`config.mk`:
```
export PLATFORM = sky130hd
export DESIGN_NAME = player_damage_controller
export DESIGN_NICKNAME = d
export VERILOG_FILES = /design/src/rtl/player_damage_controller.sv
export SDC_FILE = /design/constraint.sdc
export NUM_CORES = 1
export LEC_CHECK = 0
export CORE_MARGIN = 8
export CORE_UTILIZATION = 45
export DETAILED_ROUTE_END_ITERATION = 16
export PLACE_DENSITY = 0.82
export SLEW_MARGIN = 40
export SYNTH_ARGS = -nofsm -noshare
export SYNTH_HDL_FRONTEND = slang
export SYNTH_SLANG_ARGS = --single-unit
```
`constraint.sdc`:
```
create_clock -name clk_player_control -period 4.76 [get_ports clk_player_control]
set_clock_uncertainty 0.1 [all_clocks]
set_input_delay 1.19 -clock clk_player_control [delete_from_list [all_inputs] [get_ports clk_player_control]]
set_output_delay 1.19 -clock clk_player_control [all_outputs]
set_load 0.05 [all_outputs]
```
`src/rtl/player_damage_controller.sv`:
```
// rtl/player_damage_controller.sv - player HP, hit acceptance, invincibility flash and death latch
// Optional karma drain is built when PLAYER_DAMAGE_KARMA_EN is defined.
module player_damage_controller #(
  parameter int MAX_HP            = 92,
  parameter int HIT_DAMAGE        = 5,
  parameter int INVINCIBLE_FRAMES = 30,
  parameter int FLASH_PERIOD      = 4,
  parameter int KR_MAX            = 40,
  parameter int KR_DRAIN_FRAMES   = 2
) (
  input  logic       clk_player_control,
  input  logic       reset,
  input  logic       frame_tick,
  input  logic [9:0] player_pos_x,
  input  logic [9:0] player_pos_y,
  input  logic [9:0] player_w,
  input  logic [9:0] player_h,
  input  logic       obj_valid,
  input  logic [9:0] obj_x0,
  input  logic [9:0] obj_y0,
  input  logic [9:0] obj_x1,
  input  logic [9:0] obj_y1,
  input  logic       heal_pulse,
  input  logic [7:0] heal_amount,
  output logic [7:0] hp,
  output logic [5:0] karma,
  output logic       hit_pulse,
  output logic       is_invincible,
  output logic       player_visible,
  output logic       is_dead
);

  localparam logic [7:0] LP_MAX_HP     = 8'(MAX_HP);
  localparam logic [7:0] LP_DAMAGE     = 8'(HIT_DAMAGE);
  localparam logic [7:0] LP_INV_FRAMES = 8'(INVINCIBLE_FRAMES);
  localparam logic [3:0] LP_FLASH      = 4'(FLASH_PERIOD);

  if (MAX_HP > 255 || INVINCIBLE_FRAMES < 1 || INVINCIBLE_FRAMES > 255 ||
      FLASH_PERIOD < 1 || FLASH_PERIOD > 15 || KR_MAX > 63 ||
      KR_DRAIN_FRAMES < 1 || KR_DRAIN_FRAMES > 15) begin : g_bad_cfg
    $error("player_damage_controller: parameter out of range");
  end

  typedef enum logic [1:0] {ST_VULN, ST_INV, ST_DEAD} state_t;

  state_t     r_state;
  logic [7:0] r_hp;
  logic       r_hit_pulse;
  logic       r_is_inv;
  logic       r_visible;
  logic       r_is_dead;
  logic [7:0] r_inv_cnt;
  logic [3:0] r_flash_cnt;

  logic [10:0] w_px_end;
  logic [10:0] w_py_end;
  logic        w_overlap;
  logic        w_hit_now;
  logic        w_vuln_hit;
  logic        w_drain;
  logic        w_enter_dead;
  logic [7:0]  w_hp_pre;
  logic [7:0]  w_hp_dmg;
  logic [7:0]  w_hp_base;
  logic [8:0]  w_heal_sum;
  logic [7:0]  w_hp_next;

  // 11-bit edges so a box near the right/bottom screen edge cannot wrap
  assign w_px_end  = {1'b0, player_pos_x} + {1'b0, player_w};
  assign w_py_end  = {1'b0, player_pos_y} + {1'b0, player_h};
  assign w_overlap = (obj_x1 > obj_x0) && (obj_y1 > obj_y0) &&
                     ({1'b0, obj_x0} < w_px_end) && (obj_x1 > player_pos_x) &&
                     ({1'b0, obj_y0} < w_py_end) && (obj_y1 > player_pos_y);
  assign w_hit_now  = obj_valid && w_overlap;
  assign w_vuln_hit = (r_state == ST_VULN) && w_hit_now;

  // Karma drain lands first, then damage, then heal
  assign w_hp_pre     = r_hp - {7'd0, w_drain};
  assign w_hp_dmg     = (w_hp_pre > LP_DAMAGE) ? (w_hp_pre - LP_DAMAGE) : 8'd0;
  assign w_enter_dead = w_vuln_hit && (w_hp_dmg == 8'd0);
  assign w_hp_base    = w_vuln_hit ? w_hp_dmg : w_hp_pre;
  assign w_heal_sum   = {1'b0, w_hp_base} + {1'b0, heal_amount};
  assign w_hp_next    = !heal_pulse ? w_hp_base :
                        (w_heal_sum > {1'b0, LP_MAX_HP}) ? LP_MAX_HP : w_heal_sum[7:0];

  always_ff @(posedge clk_player_control or posedge reset) begin
    if (reset) begin
      r_state     <= ST_VULN;
      r_hp        <= LP_MAX_HP;
      r_hit_pulse <= 1'b0;
      r_is_inv    <= 1'b0;
      r_visible   <= 1'b1;
      r_is_dead   <= 1'b0;
      r_inv_cnt   <= 8'd0;
      r_flash_cnt <= 4'd0;
    end else begin
      r_hit_pulse <= 1'b0;
      case (r_state)
        ST_VULN: begin
          if (w_hit_now) begin
            r_hit_pulse <= 1'b1;
            r_inv_cnt   <= LP_INV_FRAMES;
            r_flash_cnt <= 4'd0;
            if (w_enter_dead) begin
              r_state   <= ST_DEAD;
              r_hp      <= 8'd0;
              r_is_dead <= 1'b1;
              r_visible <= 1'b1;
              r_is_inv  <= 1'b0;
            end else begin
              r_state   <= ST_INV;
              r_hp      <= w_hp_next;
              r_is_inv  <= 1'b1;
              r_visible <= 1'b0;
            end
          end else begin
            r_hp <= w_hp_next;
          end
        end
        ST_INV: begin
          r_hp <= w_hp_next;
          if (frame_tick) begin
            if (r_inv_cnt <= 8'd1) begin
              r_state     <= ST_VULN;
              r_inv_cnt   <= 8'd0;
              r_flash_cnt <= 4'd0;
              r_is_inv    <= 1'b0;
              r_visible   <= 1'b1;
            end else begin
              r_inv_cnt <= r_inv_cnt - 8'd1;
              if (r_flash_cnt == LP_FLASH - 4'd1) begin
                r_flash_cnt <= 4'd0;
                r_visible   <= ~r_visible;
              end else begin
                r_flash_cnt <= r_flash_cnt + 4'd1;
              end
            end
          end
        end
        default: begin
          r_state <= ST_DEAD;
        end
      endcase
    end
  end

`ifdef PLAYER_DAMAGE_KARMA_EN
  localparam logic [5:0] LP_KR_MAX   = 6'(KR_MAX);
  localparam logic [3:0] LP_KR_DRAIN = 4'(KR_DRAIN_FRAMES);

  logic [5:0] r_karma;
  logic [3:0] r_kr_cnt;
  logic       w_kr_active;
  logic [5:0] w_karma_inc;

  // The drain cadence restarts whenever draining is not allowed
  assign w_kr_active = (r_karma != 6'd0) && (r_state != ST_DEAD) && (r_hp > 8'd1);
  assign w_drain     = w_kr_active && frame_tick && (r_kr_cnt == LP_KR_DRAIN - 4'd1);
  assign w_karma_inc = ((r_state == ST_INV) && w_hit_now && (r_karma != LP_KR_MAX)) ?
                       (r_karma + 6'd1) : r_karma;

  always_ff @(posedge clk_player_control or posedge reset) begin
    if (reset) begin
      r_karma  <= 6'd0;
      r_kr_cnt <= 4'd0;
    end else if (w_enter_dead) begin
      r_karma  <= 6'd0;
      r_kr_cnt <= 4'd0;
    end else begin
      r_karma <= w_karma_inc - {5'd0, w_drain};
      if (!w_kr_active) begin
        r_kr_cnt <= 4'd0;
      end else if (frame_tick) begin
        r_kr_cnt <= w_drain ? 4'd0 : (r_kr_cnt + 4'd1);
      end
    end
  end

  assign karma = r_karma;
`else
  assign w_drain = 1'b0;
  assign karma   = 6'd0;
`endif

  assign hp             = r_hp;
  assign hit_pulse      = r_hit_pulse;
  assign is_invincible  = r_is_inv;
  assign player_visible = r_visible;
  assign is_dead        = r_is_dead;

endmodule

```
* Word-level counts from Yosys, hierarchy flattened
Index checks and enable logic that the tools add are counted.
** Storage, ports and cells
- Register bits after elaboration :: 26
- Word-level logic and storage cells :: 80
- Output and inout port bits :: 18
** Cells by class
- Eq/ne operators :: 6
- Multiplexer cells :: 34
- Add/subtract/negate cells :: 6
- Order comparisons :: 9
- Reduce and logical (&&, ||, !) cells :: 16
- Bitwise operators :: 1
** Operators by type and width (count)
- two-way mux 8 bit :: 9
- greater-than comparator 10 bit :: 4
- one-hot mux 8 bit (2 select lines) :: 2
- adder 10 x 10 -> 11 bit :: 2
- < comparator 10 x 11 -> 1 bit :: 2
- two-way mux 4 bit :: 4
- two-way mux 1 bit :: 11
- adder 8 x 8 -> 9 bit :: 1
- greater-than comparator 9 x 7 -> 1 bit, second input constant :: 1
- AND reduction 3 bit :: 3
- greater-than comparator 8 x 3 -> 1 bit, second input constant :: 1
- less-or-equal comparator 8 x 1 -> 1 bit, second input constant :: 1
- logical AND 1 bit :: 8
- logical NOT 8 bit :: 1
- two-way mux 2 bit :: 4
- one-hot mux 4 bit (2 select lines) :: 1
- AND reduction 4 bit :: 2
- subtractor 8 x 1 -> 8 bit, second input constant :: 1
- subtractor 8 x 3 -> 8 bit, second input constant :: 1
- != test 2 bit, second input constant :: 3
- adder 4 x 1 -> 4 bit, second input constant :: 1
- equality test 4 x 2 -> 1 bit, second input constant :: 1
- one-hot mux 1 bit (2 select lines) :: 2
- one-hot mux 2 bit (2 select lines) :: 1
- 5 further kinds :: 5

* Logic depth before layout (Yosys ltp)
Gate-level depths: netlist (run 1).
- Depth in word-level cells :: 16
- Mapped depth :: 28
- Gate-level depth less buffers :: 27

* Least setup slack after synthesis (run 1)
Ideal clock, no wire load.
- Kind :: input -> register
- Start :: input port player_pos_x[0]
- End :: register r_hp[2] (netlist: hp[2])
- Slack :: -2.115 ns
- Setup time :: 0.075 ns
- Arrival :: 6.700 ns
- Stages :: 28
- Path through :: ha_1 fa_1 a211oi_1 o21bai_1 a21oi_1 o21bai_1 a21oi_1 xor2_1 ha_1 and4_1 a41oi_1 o21ai_0 o221ai_1 o21ai_0 or2_1 buf_6 inv_2 mux2_2 ha_1 fa_1 a211oi_1 nor2_1 xnor2_1 or4_1 a21oi_1 nor3_1 a21o_1 a2bb2oi_1
** Between the ends
- Word-level cells in the longest chain between the ends :: 16
- Elaborated cells between the ends (all ways) :: 18
- Those cells by class :: add/sub (2); order compare (3); mux (6); reduce/logical (7)
** Ends and longest elaborated chain
- start, declared :: RTL line 14 : input logic [9:0] player_pos_x,
- adder 10 x 10 -> 11 bit :: RTL line 69 : assign w_px_end = {1'b0, player_pos_x} + {1'b0, player_w};
- < comparator 10 x 11 -> 1 bit :: RTL line 72 : ({1'b0, obj_x0} < w_px_end) && (obj_x1 > player_pos_x) &&
- logical AND 1 bit :: RTL line 71 : assign w_overlap = (obj_x1 > obj_x0) && (obj_y1 > obj_y0) &&
- logical AND 1 bit (*) (2 in series) :: RTL line 72
- logical AND 1 bit (*) :: RTL line 73 : ({1'b0, obj_y0} < w_py_end) && (obj_y1 > player_pos_y);
- logical AND 1 bit (*) :: RTL line 74 : assign w_hit_now = obj_valid && w_overlap;
- logical AND 1 bit (*) :: RTL line 75 : assign w_vuln_hit = (r_state == ST_VULN) && w_hit_now;
- via w_vuln_hit :: RTL line 59 : logic w_vuln_hit;
- two-way mux 8 bit :: RTL line 81 : assign w_hp_base = w_vuln_hit ? w_hp_dmg : w_hp_pre;
- adder 8 x 8 -> 9 bit :: RTL line 82 : assign w_heal_sum = {1'b0, w_hp_base} + {1'b0, heal_amount};
- greater-than comparator 9 x 7 -> 1 bit :: RTL line 84 : (w_heal_sum > {1'b0, LP_MAX_HP}) ? LP_MAX_HP : w_heal_sum[7:0];
- two-way mux 8 bit :: RTL line 84
- two-way mux 8 bit :: RTL line 83 : assign w_hp_next = !heal_pulse ? w_hp_base :
- two-way mux 8 bit :: RTL line 104 : if (w_enter_dead) begin
- two-way mux 8 bit :: RTL line 100 : if (w_hit_now) begin
- one-hot mux 8 bit (2 select lines) (*) :: RTL line 98 : case (r_state)
- end signal, assigned :: RTL line 112 : r_hp <= w_hp_next;
- end signal, assigned :: RTL line 117 : r_hp <= w_hp_next;
- end signal, assigned :: RTL line 121 : r_hp <= w_hp_next;
- end, declared :: RTL line 47 : logic [7:0] r_hp;
Mark *: on every way through the listed nets, which the timed path passes. The rest lies on a longest branch.
A chain may end at the register's enable or synchronous reset.

* Final worst setup path (run 1)
- Start :: input port player_w[1]
- End :: register r_hp[2] (netlist: hp[2])
** Between the ends
- Word-level cells in the longest chain between the ends :: 16
- Elaborated cells between the ends (all ways) :: 17
- Those cells by class :: add/sub (2); order compare (2); mux (6); reduce/logical (7)
** Ends and longest elaborated chain
- start, declared :: RTL line 16 : input logic [9:0] player_w,
- adder 10 x 10 -> 11 bit (*) :: RTL line 69
- < comparator 10 x 11 -> 1 bit (*) :: RTL line 72
- logical AND 1 bit (*) :: RTL line 71
- logical AND 1 bit (*) (2 in series) :: RTL line 72
- logical AND 1 bit (*) :: RTL line 73
- logical AND 1 bit (*) :: RTL line 74
- logical AND 1 bit (*) :: RTL line 75
- via w_vuln_hit :: RTL line 59
- two-way mux 8 bit :: RTL line 81
- adder 8 x 8 -> 9 bit :: RTL line 82
- greater-than comparator 9 x 7 -> 1 bit :: RTL line 84
- two-way mux 8 bit :: RTL line 84
- two-way mux 8 bit :: RTL line 83
- two-way mux 8 bit :: RTL line 104
- two-way mux 8 bit :: RTL line 100
- one-hot mux 8 bit (2 select lines) (*) :: RTL line 98
Marks and branches as above.

==> results of run 1 <==
-- layout make-up --
| class | instances | share of cell area |
|---|---|---|
| Multi-Input combinational cell | 417 | 0.543 |
| Sequential cell | 26 | 0.101 |
| Tap cell | 111 | 0.0213 |
| Inverter | 62 | 0.0365 |
| Clock buffer | 4 | 0.00691 |
| Timing Repair Buffer | 215 | 0.291 |
-- routing by layer --
| layer | routed length [microns] | GRT usage |
|---|---|---|
| met1 | 6080 | 0.251 |
| met4 | 152 | 0.0396 |
| met5 | 0 | 0 |
| met2 | 7020 | 0.375 |
| met3 | 759 | 0.0349 |
-- cell families (layout without fill, tap and decap cells) --
logic type,count (synthesis),after routing,share of synthesized area
AO/OA/AOI/OAI,151,151,0.238
AND/OR/NAND/NOR,138,138,0.180
adder cells (fa/ha/maj),95,95,0.290
buffers and inverters,76,281,0.0754
flip-flops,26,26,0.157
XOR/XNOR,21,21,0.0440
multiplexers,6,6,0.0153
other,1,6,0.000897
-- registers in the layout (all words and copies together) (netlist names) --
signal	flops
r_flash_cnt	4
hp	8
is_invincible	1
r_inv_cnt	8
is_dead	1
r_state	2
player_visible	1
hit_pulse	1
-- what timing repair did --
item                                   in CTS  in global routing
gates cloned                                0                  0
gates resized for setup                    66                 23
endpoints found under the hold margin       0                  0
pin swaps                                  41                 44
setup endpoints to repair                  26                 18
setup buffers                              13                  3
-- synth_stat cells (all sizes together), types with 9 or more instances --
library cell / instances / area (sq um)
nor3: 11 / 66.3
xnor2: 12 / 105
inv: 62 / 233
nor2: 26 / 97.6
dfrtp: 21 / 526
xor2: 9 / 78.8
o21ai: 31 / 155
ha: 92 / 1150
nand4: 10 / 62.6
a21o: 19 / 143
nand2: 31 / 116
nand2b: 9 / 56.3
a21oi: 39 / 195
nand3: 16 / 80.1
-- worst max path at each step --
stage	endpoint	slack [ns]	depth (start not counted)
detailed placement	hp[2]	-2.59	28
finish	hp[2]	-1.65	28
global placement	hp[1]	-2.42	28
global route	hp[0]	-1.94	30
CTS	hp[0]	-1.59	30
floorplan	hp[0]	-1.68	28
-- metrics by stage --
stage | total power, mW | setup WS [ns] | utilization | cells
floorplan | 0.458 | -1.68 | - | 519
global placement | 0.664 | -2.42 | 0.667 | 815
detailed placement | 0.683 | -2.59 | 0.667 | 815
CTS | 0.855 | -1.59 | 0.702 | 832
global route | 0.937 | -1.94 | 0.716 | 835
finish | 0.882 | -1.65 | 0.716 | 835
-- worst max-delay path, stage by stage --
cell	delay [ns]
buf_2	0.12
ha_1	0.27
a21o_1	0.19
a21oi_2	0.16
o21bai_1	0.09
a21oi_2	0.21
o21ai_2	0.10
a21o_1	0.19
a21oi_2	0.15
xor2_1	0.23
ha_1	0.31
a41oi_2	0.21
o21ai_2	0.09
o221ai_2	0.22
o21ai_2	0.09
or2_4	0.28
clkinv_4	0.06
mux2_4	0.30
ha_4	0.17
fa_2	0.40
a211oi_2	0.27
nor2_1	0.08
xnor2_1	0.16
or4_4	0.43
a21oi_2	0.16
nor3_2	0.06
a21o_1	0.19
a2bb2oi_2	0.14
-- power breakdown --
part	leakage (nW)	switching [mW]	internal [mW]
Combinational	2.87	0.238	0.289
Clock	0.0228	0.0712	0.0601
Sequential	0.304	0.00112	0.222
==> impl_metrics.ini, run 1 <==
[finish]
area_delta_synth_final_pct = 56.0
final_common_cell = buf_4
fillCellCount = 707
multi_input_area_sq_um = 3540
fin_nets = 913
design_area_sq_um = 6520
register_area_sq_um = 657
antennaDiodeCount = 0
leading_cell_types_in_the_layout_fill_and_taps_excluded = buf_4 (108), clkdlybuf4s50_1 (91), ha_1 (83)
drive_above_1_share = 0.261

[sta]
layout_min_cycle_time_ns = 6.41
final_min_period_over_clock_period = 1.35
highest_clock_rate_mhz = 156
slew_headroom = 0.590
grt_setup_unrepaired = yes
setup-tns-final_ns = -11.23
worst_hold_slack_ns = 0.395
hold_violations = 0
finalWorstSetupSlack_ns = -1.65
slew_violations = 0
tightestPinTransition_ns = 0.614
report.final.setup_viol = 7

[synth]
synthesis_warning_total = 0
post_synthesis_instance_total = 514
synthesis.area_per_instance_sq_um = 8.13
synth_enable_flop_cells = 0
ys_seq_elements = 26
synthesis.area_sq_um = 4180
ys_types = 65
ys_async_sr_fraction = 1.00
dominant_register_cell_in_the_synthesized_netlist = dfrtp_1
seq_area_frac_synth = 0.157

[critical_path]
setup.worst_path.start_class = input pin
critical_path_class = in2reg
reg2reg_depth = 18
worst-r2r-setup-slack_ns = 0.39
worstReg2RegStart = r_state[1]
reg2reg_to = hp[2]
path_max_fanout = 3
cp.arrival_ns = 6.53
cp_data_required_time_ns = 4.87
worstSetupStartpoint = player_w[1]
worstSetupEndpointType = flip-flop

[clock_tree]
tritoncts = done
h_tree_level_count = 1
cts.sink_count = 26
cts-buffers-inserted = 3
clkTransAtPathRegs_ns = 0.09
cts_root_buffer = clkbuf_8
insertion_delay_ns = 0.27
ctsLongestPathBuffers = 2
ctsHoldBuffers = 0

[floorplan]
fp.coreArea_sq_um = 9110
die_height_microns = 112
die_width_microns = 112
die-area_sq_um = 12600
placement_rows = 35
initial_utilization = 0.459
io_pins = 111

[placement]
routabilityCongestion = 0.934
place.detailed.hpwl_mm = 11.3
io_buffer_count = 104
placedInstanceArea_sq_um = 6070

[detailed_routing]
drtPass1Iterations = 5
detail_route.vias_per_cell = 5.57
avgRoutedWirePerCell_microns = 16.8
vias = 4654
postRouteWirelength_mm = 14.0
drt_iter0_markers = 154
ant_nets = 0
drt_drc_violations_left = 0

[global_route]
grt.total_usage = 0.207
grt_pass1_vias = 4854
antenna_violations_before_repair = 0
global_route_wire_length_before_repair_mm = 22.1
global_route.overflow_total = 0
grt_start_max_net_pins = 27

[outcome]
violations_in_the_final_reports = setup timing
status = complete, but fails checks

[run]
cap_viol_max_count = 0

[min_path]
holdPathStages = 1
hold_path.class = reg2reg
min_from = is_dead
hold-path-endpoint = is_dead

[power]
power.density_nw_per_um2 = 135
ir_worst_vdd_mv = 0.0812
power_leakage_nw = 3.20
(Power assumes the default switching activity.)
==> run 2, diff against run 1 <==
--- a/config.mk
+++ b/config.mk
@@ -5,10 +5,11 @@
 export SDC_FILE = /design/constraint.sdc
 export NUM_CORES = 1
 export LEC_CHECK = 0
-export CORE_MARGIN = 8
+export CORE_MARGIN = 2
 export CORE_UTILIZATION = 45
 export DETAILED_ROUTE_END_ITERATION = 16
-export PLACE_DENSITY = 0.82
+export MAX_ROUTING_LAYER = met4
+export PLACE_DENSITY = 0.79
 export SLEW_MARGIN = 40
 export SYNTH_ARGS = -nofsm -noshare
 export SYNTH_HDL_FRONTEND = slang
==> impl_metrics.ini, run 2 (same netlist as run 1, synthesis figures left out) <==
[clock_tree]
h_tree_level_count = 1
tritoncts = done
insertion_delay_ns = 0.28
cts-buffers-inserted = 3
cts_root_buffer = clkbuf_8
ctsHoldBuffers = 0
cts.sink_count = 26
clkTransAtPathRegs_ns = 0.10
ctsLongestPathBuffers = 2

[floorplan]
die_width_microns = 100
fp.coreArea_sq_um = 9110
initial_utilization = 0.459
placement_rows = 35
die_height_microns = 100
die-area_sq_um = 10100
io_pins = 111

[placement]
place.detailed.hpwl_mm = 10.8
io_buffer_count = 104
placement.setup.worst_slack_ns = -2.43
placedInstanceArea_sq_um = 6120
routabilityCongestion = 0.950

[critical_path]
cpPeakStageDelay_ns = 0.53
reg2reg_depth = 18
setup.worst_path.start_class = input pin
path_max_fanout = 3
worstReg2RegStart = r_state[1]
reg2reg_to = hp[1]
critical_path_class = in2reg
cp.arrival_ns = 6.52
critical_path.slowest_cell = or4_4
cp_data_required_time_ns = 4.83
worst-r2r-setup-slack_ns = 0.31
worstSetupEndpointType = flip-flop

[finish]
design_area_sq_um = 6560
leading_cell_types_in_the_layout_fill_and_taps_excluded = buf_4 (111), clkdlybuf4s50_1 (90), ha_1 (84)
antennaDiodeCount = 0
fin_nets = 916
area_delta_synth_final_pct = 57.0
final_common_cell = buf_4
drive_above_1_share = 0.261

[detailed_routing]
drt_iter0_markers = 165
drtPass1Iterations = 5
vias = 4737
avgRoutedWirePerCell_microns = 16.2
drt_drc_violations_left = 0
ant_nets = 0
postRouteWirelength_mm = 13.6
detail_route.vias_per_cell = 5.65

[sta]
report.final.setup_viol = 7
highest_clock_rate_mhz = 155
hold_violations = 0
grt_setup_unrepaired = yes
tightestPinTransition_ns = 0.570
slew_headroom = 0.619
worst_hold_slack_ns = 0.391
finalWorstSetupSlack_ns = -1.69
layout_min_cycle_time_ns = 6.45
slew_violations = 0
final_min_period_over_clock_period = 1.35

[global_route]
grt.total_usage = 0.277
global_route_wire_length_before_repair_mm = 22.5
grt_pass1_vias = 4951
antenna_violations_before_repair = 0
grt_start_max_net_pins = 27
global_route.overflow_total = 0

[outcome]
violations_in_the_final_reports = setup timing
status = complete, but fails checks

[min_path]
hold-path-endpoint = is_dead
holdPathStages = 1
min_from = is_dead
hold_path.class = reg2reg

[power]
power.density_nw_per_um2 = 143
power_leakage_nw = 3.24
ir_worst_vdd_mv = 0.144

[run]
cap_viol_max_count = 0
-- run 2: cell type report --
type	count	area, sq um
timing repair buffer	218	1930
fill	653	2550
tap	111	139
clock inverter	1	30.0
sequential	26	657
inverter	62	238
multi-input combinational	417	3530
clock buffer	3	41.3
-- run 2: where the power goes --
group          internal, mW  total [mW]  switching [mW]  leakage (nW)
Combinational         0.289       0.527           0.239          2.91
Clock                 0.113       0.190          0.0775        0.0357
Sequential            0.222       0.223         0.00108         0.304
-- run 2: routing by layer --
| layer | part of all wire | GRT usage | wire (microns) |
|---|---|---|---|
| met5 | 0 | - | 0 |
| met4 | 0.024 | 0.0790 | 320 |
| met3 | 0.045 | 0.0167 | 613 |
| met2 | 0.52 | 0.510 | 7010 |
| met1 | 0.41 | 0.325 | 5630 |
-- run 2: stage by stage --
| step | std cells | TNS, ns | util | power [mW] |
|---|---|---|---|---|
| 3_3_place_gp | 821 | -20.83 | 0.672 | 0.667 |
| 2_1_floorplan | 519 | -10.71 | - | 0.458 |
| 5_1_grt | 838 | -13.69 | 0.720 | 0.999 |
| 3_5_place_dp | 821 | -24.64 | 0.672 | 0.691 |
| 6_report | 838 | -11.41 | 0.720 | 0.940 |
| 4_1_cts | 835 | -10.50 | 0.704 | 0.910 |
-- run 2: worst max path at each step --
| stage | endpoint | cells past startpoint | slack (ns) | startpoint |
|---|---|---|---|---|
| 3_3_place_gp | hp[4] | 27 | -2.21 | player_pos_x[1] |
| 6_report | hp[1] | 28 | -1.69 | player_pos_x[0] |
| 3_5_place_dp | hp[1] | 29 | -2.43 | player_pos_x[1] |
| 5_1_grt | hp[1] | 30 | -2.01 | player_pos_x[0] |
| 2_1_floorplan | hp[0] | 28 | -1.68 | player_pos_x[0] |
| 4_1_cts | hp[1] | 28 | -1.58 | player_pos_x[1] |
-- run 2: repair_timing --
action | CTS | global route
cloned | 0 | 0
gates resized for setup | 60 | 25
pin swaps | 50 | 39
setup buffers | 10 | 4
setup endpoints to repair | 20 | 16
-- run 2: critical path, delay by kind of cell --
kind | cells | cell delay [ns]
xor gates and xnor gates | 2 | 0.33
AOI/OAI and AO/OA | 13 | 2.06
adders and majority gates | 5 | 1.36
muxes | 1 | 0.30
and+or+nand+nor | 5 | 1.13
buffers and inverters | 2 | 0.16
==> run 3, diff against run 2 <==
--- a/config.mk
+++ b/config.mk
@@ -5,6 +5,7 @@
 export SDC_FILE = /design/constraint.sdc
 export NUM_CORES = 1
 export LEC_CHECK = 0
+export CORE_ASPECT_RATIO = 1.75
 export CORE_MARGIN = 2
 export CORE_UTILIZATION = 45
 export DETAILED_ROUTE_END_ITERATION = 16
==> impl_metrics.ini, run 3 (same netlist as run 1, synthesis figures left out) <==
[clock_tree]
h_tree_level_count = 1
cts-buffers-inserted = 3
clkTransAtPathRegs_ns = 0.07
cts.sink_count = 26
cts_root_buffer = clkbuf_16
ctsHoldBuffers = 0
tritoncts = done
ctsLongestPathBuffers = 2
insertion_delay_ns = 0.26

[detailed_routing]
detail_route.vias_per_cell = 5.69
drt_drc_violations_left = 0
avgRoutedWirePerCell_microns = 16.1
vias = 4779
postRouteWirelength_mm = 13.5
drt_iter0_markers = 204
drtPass1Iterations = 5
ant_nets = 0

[global_route]
global_route_wire_length_before_repair_mm = 21.8
grt_start_max_net_pins = 27
grt_pass1_vias = 4997
grt.total_usage = 0.267
global_route.overflow_total = 0
antenna_violations_before_repair = 0

[critical_path]
reg2reg_depth = 20
reg2reg_to = hp[1]
cpPeakStageDelay_ns = 0.48
path_max_fanout = 3
critical_path.slowest_cell = clkdlybuf4s50_1
cp_data_required_time_ns = 4.84
cp.arrival_ns = 6.43
critical_path_class = in2reg
worst-r2r-setup-slack_ns = 0.36
worstSetupEndpointType = flip-flop
setup.worst_path.start_class = input pin
worstReg2RegStart = r_state[1]

[floorplan]
die-area_sq_um = 10100
die_height_microns = 131
io_pins = 111
fp.coreArea_sq_um = 9040
die_width_microns = 76.8
initial_utilization = 0.462
placement_rows = 46

[outcome]
status = complete, but fails checks
violations_in_the_final_reports = setup timing

[sta]
finalWorstSetupSlack_ns = -1.59
final_min_period_over_clock_period = 1.33
report.final.setup_viol = 7
slew_violations = 0
hold_violations = 0
tightestPinTransition_ns = 0.630
worst_hold_slack_ns = 0.364
highest_clock_rate_mhz = 157
slew_headroom = 0.579
layout_min_cycle_time_ns = 6.35
grt_setup_unrepaired = yes

[finish]
drive_above_1_share = 0.258
antennaDiodeCount = 0
fin_nets = 909
final_common_cell = buf_4
area_delta_synth_final_pct = 55.8
leading_cell_types_in_the_layout_fill_and_taps_excluded = buf_4 (104), clkdlybuf4s50_1 (90), ha_1 (82)
final-instance-count-excl-fill = 840

[placement]
place.detailed.hpwl_mm = 11.2
routabilityCongestion = 0.894
placed_cells = 821
io_buffer_count = 104

[run]
cap_viol_max_count = 0

[min_path]
hold_path.class = reg2reg
holdPathStages = 1
min_from = is_dead
hold-path-endpoint = is_dead

[power]
ir_worst_vdd_mv = 0.103
power_leakage_nw = 3.19
power.density_nw_per_um2 = 143
-- run 3: cell types whose count changed in the layout (fill, tap and decap cells not counted), sizes merged --
cell,previous run,this run
dlygate4sd2,5,6
bufinv,1,0
clkdlybuf4s15,0,1
clkbuf,3,5
buf,118,111
dlymetal6s2s,5,2
-- run 3: worst max-delay path by stage --
stage | from | slack, ns | to | depth (start not counted)
floorplan | player_pos_x[0] | -1.68 | hp[0] | 28
global placement | player_pos_x[1] | -2.35 | hp[0] | 28
detailed placement | player_pos_x[1] | -2.63 | hp[3] | 27
CTS | player_pos_x[0] | -1.59 | hp[1] | 30
global route | player_pos_x[0] | -1.82 | hp[1] | 30
finish | player_pos_x[4] | -1.59 | hp[1] | 29
-- run 3: power breakdown --
part,total [mW],internal (mW),switching (mW)
sequential,0.223,0.222,0.00117
clock,0.205,0.129,0.0764
combinational,0.503,0.274,0.229
total,0.931,0.625,0.307
-- run 3: final cells by class --
| type | instances | area, sq um |
|---|---|---|
| multi-input combinational | 417 | 3530 |
| sequential | 26 | 657 |
| tap | 120 | 150 |
| timing repair buffer | 211 | 1850 |
| inverter | 62 | 238 |
| clock buffer | 4 | 88.8 |
| fill | 711 | 2520 |
-- run 3: per-layer routing --
layer	global-route usage	vias to the layer above	wire length (microns)
met5	-	-	0
met4	0.125	0	609
met3	0.0185	47	425
met2	0.538	190	7800
met1	0.243	2245	4710
li1	-	2297	-
-- run 3: repair_timing --
action | in CTS | in global routing
pin swaps | 65 | 27
resized for setup | 66 | 21
endpoints found under the setup margin | 26 | 18
buffers inserted | 14 | 2
-- run 3: critical path: cells and delay by family --
family	cells	cell delay, ns
AO/OA/AOI/OAI	15	1.93
XOR/XNOR	2	0.33
adder cells (fa/ha/maj)	4	1.16
buffers and inverters	4	0.83
multiplexers	1	0.30
AND/OR/NAND/NOR	3	0.68
-- run 3: through the flow --
stage	util	setup WS, ns	setup TNS [ns]	cell area [sq um]	power, mW
floorplan	-	-1.68	-10.71	4260	0.458
global placement	0.671	-2.35	-25.82	6060	0.662
detailed placement	0.671	-2.63	-31.20	6070	0.684
finish	0.721	-1.59	-10.84	6510	0.931
global route	0.721	-1.82	-12.31	6510	0.986
CTS	0.710	-1.59	-10.68	6420	0.915
